File: config.mk
export PLATFORM = sky130hd
export DESIGN_NAME = fetch_queue
export DESIGN_NICKNAME = d
export VERILOG_FILES = /design/src/rtl/fetch_queue.sv
export SDC_FILE = /design/constraint.sdc
export NUM_CORES = 1
export LEC_CHECK = 0
export BUFFER_PORTS_ARGS = -buffer_cell sky130_fd_sc_hd__buf_2
export CAP_MARGIN = 10
export CORE_ASPECT_RATIO = 1.2
export CORE_MARGIN = 10
export CORE_UTILIZATION = 50
export CTS_CLUSTER_DIAMETER = 60
export DETAILED_ROUTE_END_ITERATION = 12
export PLACE_DENSITY = 0.8
export SYNTH_ARGS = -nofsm -noshare
export SYNTH_HDL_FRONTEND = slang
export SYNTH_SLANG_ARGS = --single-unit
File: constraint.sdc
create_clock -name clk -period 4.7 [get_ports clk]
set_clock_uncertainty 0.15 [all_clocks]
set_input_delay 0.47 -clock clk [delete_from_list [all_inputs] [get_ports clk]]
set_output_delay 0.47 -clock clk [all_outputs]
set_load 0.05 [all_outputs]
File: src/rtl/fetch_queue.sv
// Prefetch queue: sequential imem reads into a DEPTH-entry {pc,insn} FIFO for decode; FETCH_QUEUE_STATS_EN adds stat counters.
// Latency: imem_rvalid_i -> dec_valid_o 1 cycle; backpressure: issue stalls once count+outstanding reaches DEPTH.
module fetch_queue #(
    parameter int                AWIDTH         = 32,
    parameter int                DWIDTH         = 32,
    parameter int                DEPTH          = 4,
    parameter int                MAX_INFLIGHT   = 2,
    parameter logic [AWIDTH-1:0] IMEM_BASE_ADDR = 32'h0100_0000
) (
    input  logic                     clk,
    input  logic                     rst,
    input  logic                     redirect_i,
    input  logic [AWIDTH-1:0]        redirect_pc_i,
    output logic                     imem_req_o,
    output logic [AWIDTH-1:0]        imem_addr_o,
    input  logic                     imem_rvalid_i,
    input  logic [DWIDTH-1:0]        imem_rdata_i,
    output logic                     dec_valid_o,
    input  logic                     dec_ready_i,
    output logic [AWIDTH-1:0]        dec_pc_o,
    output logic [DWIDTH-1:0]        dec_insn_o,
    output logic [$clog2(DEPTH):0]   occupancy_o
`ifdef FETCH_QUEUE_STATS_EN
    ,
    output logic [31:0]              stat_stall_cycles_o,
    output logic [31:0]              stat_flushes_o,
    output logic [31:0]              stat_discards_o
`endif
);

    localparam int PW = $clog2(DEPTH);
    localparam int CW = PW + 1;
    localparam int OW = $clog2(MAX_INFLIGHT + 1);
    localparam int TW = (MAX_INFLIGHT > 1) ? $clog2(MAX_INFLIGHT) : 1;
    localparam int SW = CW + OW;
    localparam logic [SW-1:0] DEPTH_S = SW'(DEPTH);
    localparam logic [OW-1:0] MAXI_S  = OW'(MAX_INFLIGHT);
    localparam logic [TW-1:0] TAG_LAST = TW'(MAX_INFLIGHT - 1);

    logic [AWIDTH-1:0] fifo_pc_q   [DEPTH];
    logic [DWIDTH-1:0] fifo_insn_q [DEPTH];
    logic [AWIDTH-1:0] tag_q       [MAX_INFLIGHT];

    logic [AWIDTH-1:0] next_pc_q,  next_pc_d;
    logic [PW-1:0]     wr_ptr_q,   wr_ptr_d;
    logic [PW-1:0]     rd_ptr_q,   rd_ptr_d;
    logic [CW-1:0]     count_q,    count_d;
    logic [OW-1:0]     out_q,      out_d;
    logic [OW-1:0]     discard_q,  discard_d;
    logic [TW-1:0]     tag_wr_q,   tag_wr_d;
    logic [TW-1:0]     tag_rd_q,   tag_rd_d;
    logic [AWIDTH-1:0] last_pc_q;
    logic [DWIDTH-1:0] last_insn_q;

    logic empty, room, issue, resp, drop, push, pop;

    assign empty = (count_q == '0);
    assign room  = ({{OW{1'b0}}, count_q} + {{CW{1'b0}}, out_q}) < DEPTH_S;
    assign issue = !rst && !redirect_i && room && (out_q < MAXI_S);
    // A response with nothing outstanding is a protocol error and is ignored.
    assign resp  = imem_rvalid_i && (out_q != '0);
    assign drop  = resp && (redirect_i || (discard_q != '0));
    assign push  = resp && !drop;
    assign pop   = dec_valid_o && dec_ready_i;

    assign imem_req_o  = issue;
    assign imem_addr_o = next_pc_q;
    assign dec_valid_o = !rst && !empty && !redirect_i;
    assign occupancy_o = rst ? '0 : count_q;
    assign dec_pc_o    = rst ? '0 : (empty ? last_pc_q   : fifo_pc_q[rd_ptr_q]);
    assign dec_insn_o  = rst ? '0 : (empty ? last_insn_q : fifo_insn_q[rd_ptr_q]);

    always_comb begin
        next_pc_d = next_pc_q;
        wr_ptr_d  = wr_ptr_q;
        rd_ptr_d  = rd_ptr_q;
        count_d   = count_q;
        discard_d = discard_q;
        tag_wr_d  = tag_wr_q;
        tag_rd_d  = tag_rd_q;
        out_d     = out_q + OW'(issue) - OW'(resp);
        if (issue) begin
            next_pc_d = next_pc_q + AWIDTH'(4);
            tag_wr_d  = (tag_wr_q == TAG_LAST) ? '0 : tag_wr_q + TW'(1);
        end
        if (resp) begin
            tag_rd_d = (tag_rd_q == TAG_LAST) ? '0 : tag_rd_q + TW'(1);
        end
        if (redirect_i) begin
            // Every request still in flight after this cycle belongs to the old stream.
            next_pc_d = redirect_pc_i & ~AWIDTH'(3);
            wr_ptr_d  = '0;
            rd_ptr_d  = '0;
            count_d   = '0;
            discard_d = out_q - OW'(resp);
        end else begin
            if (drop) discard_d = discard_q - OW'(1);
            if (push) wr_ptr_d  = wr_ptr_q + PW'(1);
            if (pop)  rd_ptr_d  = rd_ptr_q + PW'(1);
            count_d = count_q + CW'(push) - CW'(pop);
        end
    end

    always_ff @(posedge clk) begin
        if (rst) begin
            next_pc_q   <= IMEM_BASE_ADDR;
            wr_ptr_q    <= '0;
            rd_ptr_q    <= '0;
            count_q     <= '0;
            out_q       <= '0;
            discard_q   <= '0;
            tag_wr_q    <= '0;
            tag_rd_q    <= '0;
            last_pc_q   <= '0;
            last_insn_q <= '0;
        end else begin
            next_pc_q <= next_pc_d;
            wr_ptr_q  <= wr_ptr_d;
            rd_ptr_q  <= rd_ptr_d;
            count_q   <= count_d;
            out_q     <= out_d;
            discard_q <= discard_d;
            tag_wr_q  <= tag_wr_d;
            tag_rd_q  <= tag_rd_d;
            if (pop) begin
                last_pc_q   <= fifo_pc_q[rd_ptr_q];
                last_insn_q <= fifo_insn_q[rd_ptr_q];
            end
        end
    end

    always_ff @(posedge clk) begin
        if (!rst && issue) begin
            tag_q[tag_wr_q] <= next_pc_q;
        end
        if (!rst && push) begin
            fifo_pc_q[wr_ptr_q]   <= tag_q[tag_rd_q];
            fifo_insn_q[wr_ptr_q] <= imem_rdata_i;
        end
    end

`ifdef FETCH_QUEUE_STATS_EN
    logic [31:0] stall_q, flush_q, disc_q;

    always_ff @(posedge clk) begin
        if (rst) begin
            stall_q <= '0;
            flush_q <= '0;
            disc_q  <= '0;
        end else begin
            if (dec_ready_i && !dec_valid_o && (stall_q != '1)) stall_q <= stall_q + 32'd1;
            if (redirect_i && (flush_q != '1))                  flush_q <= flush_q + 32'd1;
            if (drop && (disc_q != '1))                         disc_q  <= disc_q + 32'd1;
        end
    end

    assign stat_stall_cycles_o = stall_q;
    assign stat_flushes_o      = flush_q;
    assign stat_discards_o     = disc_q;
`endif

`ifndef SYNTHESIS
    rvalid_needs_outstanding: assert property (@(posedge clk) disable iff (rst)
        !(imem_rvalid_i && (out_q == '0)));
`endif

endmodule

==> results.md, run 1 <==
* Status: finished clean
* CP Buf/Inv Count at 2
* Final wirelength at 38500 um
* Most frequent cells in the layout: edfxtp_1, nand2_1, buf_2
* Post-synth EDFFs at 308
* Number of DRC violations after detailed routing at 0
* Flop2flop setup slack at 1.43 ns
* HP Class: in2reg
* CP Capture Type: primary output
* Tot GR Track Use at 18.9%
* Yosys cell types at 44
* Post-DP HPWL at 23100 um
* Final ANT Viol Nets at 0
* Number of global-route vias before repair at 10600
* Layout area overhead at 16.5%
* R2R depth at 5
* WL/cell at 21.1 um
* Number of vias per cell at 5.72
* Chip Width at 186 um
* Worst reg2reg startpoint: count_q[1]
* Worst Setup Start Kind: flop
* Slowest cell on crit path: nor3_2
* Starting Density at 51.1%
* Clock root buffer: clkbuf_16
* Largest net degree at the start of global routing at 65
* CTS sink cnt at 416
* Worst Hold Path EP: imem_addr_o[12]
* Finished layout cell area at 19300 um2
* Leading area contributor after synthesis: edfxtp_1
* RR Endpoint: tag_q[1][28]
* Post-CTS Setup Bufs at 0
* #FFs+latches synth at 416
* Core region area at 32400 um2
* Max-cap violations at 0
* Place WS at 1.45 ns
* Slew @ Worst Pin at 1.06 ns
* Crit Path Max Fanout at 10
* Setup TNS at 0 ns
* Setup Viol. Count Final at 0
* Hold Crit Start: redirect_pc_i[12]
* Top_reg_cell synth: edfxtp_1
* Final setup margin at 1.18 ns
* Fill cells at 2438
* Static leakage at 6.45 nW
* Seq/Total Area, Yosys at 68.9%
* Detailed router's first-iteration violation count at 917
* Fin. Hold Viols at 0
* Share of cells above drive strength 1 at 24.1%
* Family with the most delay on the worst path: simple AND/OR/NAND/NOR gates
* # IOs at 170
* Delay of the slowest critical-path stage at 0.58 ns
* Mapped Cells at 1208
* N_diodes at 0
* Post-synth top area share at 55.9%
* Hold depth at 3
* Period Utilization, post-route at 74.8%
* Clk_lat worst skew at 0.54 ns
* Die area at 40800 um2
* CP required at 4.08 ns
* Multi-input logic area at 4820 um2
* Synth async-reset ratio at 0%
* Cells along the critical path: ha_1, nor3_2, and2_0, nand2_1, inv_1, buf_2
* Initial antenna violation count at 0
* Gr ovfl total at 0
* Fin nets at 1465
* CTS tree: yes
* TritonRoute pass-1 iters at 5
* Global-route wire length before repair at 59300 um
* FF+latch area at 11400 um2
* Top post-synthesis cells by area: edfxtp_1, dfxtp_1, mux4_2
* Slew margin rel. at 29.1%
* DR vias at 10400
* Fmax achieved at 284 MHz
* Kind of critical path: reg2out
* Max IR drop VDD at 308 uV
* RSZ-0062 raised after global routing: false
* Avg Cell Area, Syn at 13.7 um2
* Die height at 219 um
* CTS Buffer Depth at 3
* Final Wtd Congestion at 0.816
* Clock transition at the registers of the reported paths at 0.06 ns
* Synthesized area at 16600 um2
* Pins over their slew limit at 0
* Port Buffers at 163
* Core Rows at 72
* WP data arrival at 2.90 ns
* Htree depth at 2
* Synthesis Warnings at 0
* Placed inst area at 17700 um2
* CTS buffer count at 39
* Commonest non-fill, non-tap cell in the layout: edfxtp_1
* Pwr per Cell Area at 420 nW/um2
* Min Tclk post-route at 3.52 ns
-- through the flow --
step / hold slack (ns) / std cells / utilization (%) / power (mW)
global route: 0.00374 / 1822 / 59.5 / 8.39
CTS: 0.0000956 / 1822 / 59.5 / 8.15
floorplan: 0.287 / 1211 / - / 4.87
global placement: 0.292 / 1719 / 54.7 / 5.10
finish: 0.0155 / 1822 / 59.5 / 8.10
detailed placement: 0.297 / 1719 / 54.7 / 5.13
-- cells by family after synthesis --
logic type / count (synthesis) / synth area share (%)
AO/OA/AOI/OAI: 168 / 5.47
multiplexers: 93 / 10.5
XOR/XNOR: 34 / 1.80
AND/OR/NAND/NOR: 395 / 10.1
buffers and inverters: 89 / 2.15
other: 1 / 0.0226
adder cells (fa/ha/maj): 12 / 0.952
flip-flops: 416 / 68.9
-- Yosys cell counts, types with 11 or more instances --
cell type,n
edfxtp_1,308
nand2_1,286
a21oi_1,135
dfxtp_1,108
mux4_2,62
clkbuf_1,56
nor2_1,32
mux2_2,30
xnor2_1,30
nand3_1,18
buf_1,14
a211oi_1,13
inv_1,13
nor4_1,13
ha_1,11
-- flip-flops by register name, indices dropped and copies added (netlist names), named ones only --
register     flops
discard_q        2
wr_ptr_q         2
out_q            2
tag_wr_q         1
count_q          3
tag_rd_q         1
fifo_insn_q    128
last_insn_q     32
rd_ptr_q         2
fifo_pc_q      120
tag_q           60
last_pc_q       30
imem_addr_o     30
-- layer usage --
| layer | track usage, % | wire [um] |
|---|---|---|
| met2 | 32.5 | 19800 |
| met5 | 0 | 0 |
| met4 | 8.21 | 1470 |
| met3 | 3.98 | 2700 |
| met1 | 22.5 | 14500 |
-- tightest hold or removal path, cell delays in order --
cell,delay [ns]
buf_2,0.07
nand2_1,0.05
o21ai_0,0.07
-- power by group --
part           leakage [nW]  internal [mW]  total, mW  switching (mW)
logic                  2.17          0.280      0.820           0.540
clock network         0.599           1.72       3.02            1.30
registers              3.67           4.15       4.26           0.104
-- worst max-delay path by stage --
stage	cells after the start	end	startpoint	slack (ns)
5_1_grt	6	imem_req_o	count_q[1]	1.06
4_1_cts	5	dec_insn_o[19]	count_q[1]	1.21
2_1_floorplan	11	count_q[1]	redirect_i	1.09
3_5_place_dp	5	tag_q[1][16]	count_q[1]	1.45
3_3_place_gp	5	tag_q[1][16]	count_q[1]	1.56
6_report	6	imem_req_o	count_q[1]	1.18
-- area by class of cell --
class / count / share of cell area [%]
Sequential cell: 416 / 59.2
Multi-Input combinational cell: 706 / 25.0
Timing Repair Buffer: 207 / 6.49
Clock buffer: 53 / 5.55
Tap cell: 407 / 2.64
Clock inverter: 19 / 0.837
Inverter: 14 / 0.273
-- timing repair --
item / CTS / global route
endpoints found under the hold margin: 118 / 0
gates resized for setup: 0 / 0
hold buffers: 31 / 0
Note: power is estimated with default switching activity, not from simulation.
==> inputs of run 2 (changes only) <==
Settings changed: PLACE_DENSITY 0.8 to 0.83.
Clock period 4.7 ns to 3.1 ns, I/O delays scaled along.
==> run 2 against run 1 <==
Sequential share of layout area fell by 1.9 points. Critical path type unchanged. Critical endpoint is now dec_insn_o[23]. Highest routed layer unchanged. First-iteration DRC count rose by 0.76%. Largest power group unchanged. Wire length rose by 8.1%. Largest cell class unchanged.
==> results.md, run 2 (synthesized netlist as in run 1, its figures left out) <==
* Post-CTS Setup Bufs at 0 (unchanged)
* Status: finished clean
* Setup TNS at 0 ns (unchanged)
* Chip Width at 186 um (unchanged)
* Fill cells at 2288 (-6.2%)
* Multi-input logic area at 4820 um2 (about the same)
* Layout area overhead at 20.2%
* HP Class: in2reg
* Final Wtd Congestion at 0.830 (+1.8%)
* Slew @ Worst Pin at 0.862 ns (-0.201 ns)
* Gr ovfl total at 0 (unchanged)
* FF+latch area at 11400 um2 (unchanged)
* Worst path depth at 5 (-1)
* Htree depth at 2 (unchanged)
* DR vias at 10900 (+4.7%)
* Flop2flop setup slack at 0.42 ns (-1.01 ns)
* N_diodes at 0 (unchanged)
* Starting Density at 51.1% (unchanged)
* Core Rows at 72 (unchanged)
* R2R depth at 5 (unchanged)
* Setup Viol. Count Final at 0 (unchanged)
* Clock transition at the registers of the reported paths at 0.06 ns (about the same)
* Die height at 219 um (unchanged)
* CTS sink cnt at 416 (unchanged)
* Top reg by flops: fifo_insn_q
* Pwr per Cell Area at 634 nW/um2 (+51%)
* RR Endpoint: imem_addr_o[28]
* WL/cell at 22.2 um (+5.1%)
* Worst reg2reg startpoint: imem_addr_o[10]
* Slowest cell on crit path: or3_2
* CTS Buffer Depth at 3 (unchanged)
* Slew margin rel. at 42.5% (+13 points)
* # IOs at 170 (unchanged)
* Commonest non-fill, non-tap cell in the layout: edfxtp_1
* Fin. Hold Viols at 0 (unchanged)
* Number of DRC violations after detailed routing at 0 (unchanged)
* Family with the most delay on the worst path: buffers and inverters
* Overall power at 12.6 mW (+56%)
* CP required at 2.64 ns (-1.44 ns)
* TritonRoute pass-1 iters at 7 (+2)
* Min Tclk post-route at 3.06 ns
* Tot GR Track Use at 20.2% (+1.3 points)
* Max IR drop VDD at 461 uV (+49%)
* Clk_lat worst skew at 0.54 ns (about the same)
* Die area at 40800 um2 (unchanged)
* Top routing layer in use: met4
* CP Buf/Inv Count at 2 (unchanged)
* Cells along the critical path: or3_2, buf_12, nand2_1, a21oi_1, buf_2
* Max FFs per register at 128 (unchanged)
* Final ANT Viol Nets at 0 (unchanged)
* WP data arrival at 2.60 ns (-0.30 ns)
* Pins over their slew limit at 0 (unchanged)
* Global-route wire length before repair at 63200 um (+6.5%)
* Period Utilization, post-route at 98.7%
* Static leakage at 6.72 nW (+4.3%)
* Final wirelength at 41600 um (+8.1%)
* Port Buffers at 163 (unchanged)
* CTS buffer count at 42 (+7.7%)
* Met2 WL post-DR at 20900 um (+5.6%)
* Crit Path Max Fanout at 42 (+32)
* Initial antenna violation count at 0 (unchanged)
* Placed inst area at 18000 um2 (+1.4%)
* Most frequent cells in the layout: edfxtp_1, nand2_1, buf_2
* RSZ-0062 raised after global routing: false
* Number of global-route vias before repair at 11200 (+6.2%)
* Max-cap violations at 0 (unchanged)
* Fin nets at 1516 (+3.5%)
* Core region area at 32400 um2 (unchanged)
* Kind of critical path: reg2out
* Fmax achieved at 327 MHz
* Clock root buffer: clkbuf_16
* Post-DP HPWL at 24600 um (+6.5%)
* Detailed router's first-iteration violation count at 924 (+0.76%)
* Crit path to: dec_insn_o[23]
* Fin util at 61.4% (+1.9 points)
* CP Capture Type: primary output
* Worst setup startpoint: count_q[2]
* Delay of the slowest critical-path stage at 0.52 ns (-0.06 ns)
* Share of cells above drive strength 1 at 25.0% (+0.90 points)
* CTS tree: yes
* Met3 WL at 2840 um (+5.3%)
* Number of vias per cell at 5.82 (+1.8%)
* Largest net degree at the start of global routing at 159 (+140%)
* Worst Setup Start Kind: flop
* Biggest regs: fifo_insn_q (128), fifo_pc_q (120), tag_q (60)
* Finished layout cell area at 19900 um2 (+3.2%)
* Metal-1 WL at 15700 um (+8.1%)
## run 2: metal layers
metal,track usage [%],vias up
met4,10.5,0
met5,0,-
met2,34.7,494
li1,-,4870
met1,23.8,5403
met3,3.50,147
## run 2: worst min-delay path by stage
stage / start / end / depth (start not counted) / slack (ns)
2_1_floorplan: imem_rdata_i[0] / fifo_insn_q[0][0] / 0 / 0.26
3_3_place_gp: last_pc_q[29] / last_pc_q[29] / 2 / 0.29
3_5_place_dp: last_pc_q[18] / last_pc_q[18] / 2 / 0.30
4_1_cts: redirect_pc_i[28] / imem_addr_o[28] / 4 / 0.02
5_1_grt: rst / count_q[0] / 3 / 0.06
6_report: redirect_pc_i[28] / imem_addr_o[28] / 4 / 0.04
## run 2: stage by stage
step | setup WS (ns) | instances | hold WS, ns
floorplan | -0.0477 | 1211 | 0.259
detailed placement | 0.458 | 1737 | 0.298
CTS | 0.123 | 1875 | 0.0193
global placement | 0.486 | 1737 | 0.292
global route | 0.00696 | 1875 | 0.0591
finish | 0.0405 | 1875 | 0.0448
## run 2: worst reg2reg max path: cells and delay by family, from the launching register on
family           cells  cell delay (ns)
AND/OR/NAND/NOR      5             1.91
flip-flops           1             0.51
## run 2: power by group
group          internal, mW  switching (mW)
Clock                  2.75            2.07
Sequential             6.30           0.119
Combinational         0.484           0.893
## run 2: final cells by class
type | instances | share of cell area (%)
flip-flops and latches | 416 | 57.3
clock buffers | 60 | 5.93
clock inverters | 17 | 0.654
repair buffers | 255 | 9.04
multi-input cells | 706 | 24.2
inverters | 14 | 0.264
well taps | 407 | 2.56
## run 2: repair_timing
action | CTS | global route
hold buffers | 61 | 0
hold endpoints to repair | 157 | 0
gates resized for setup | 0 | 0
setup endpoints to repair | 0 | 0
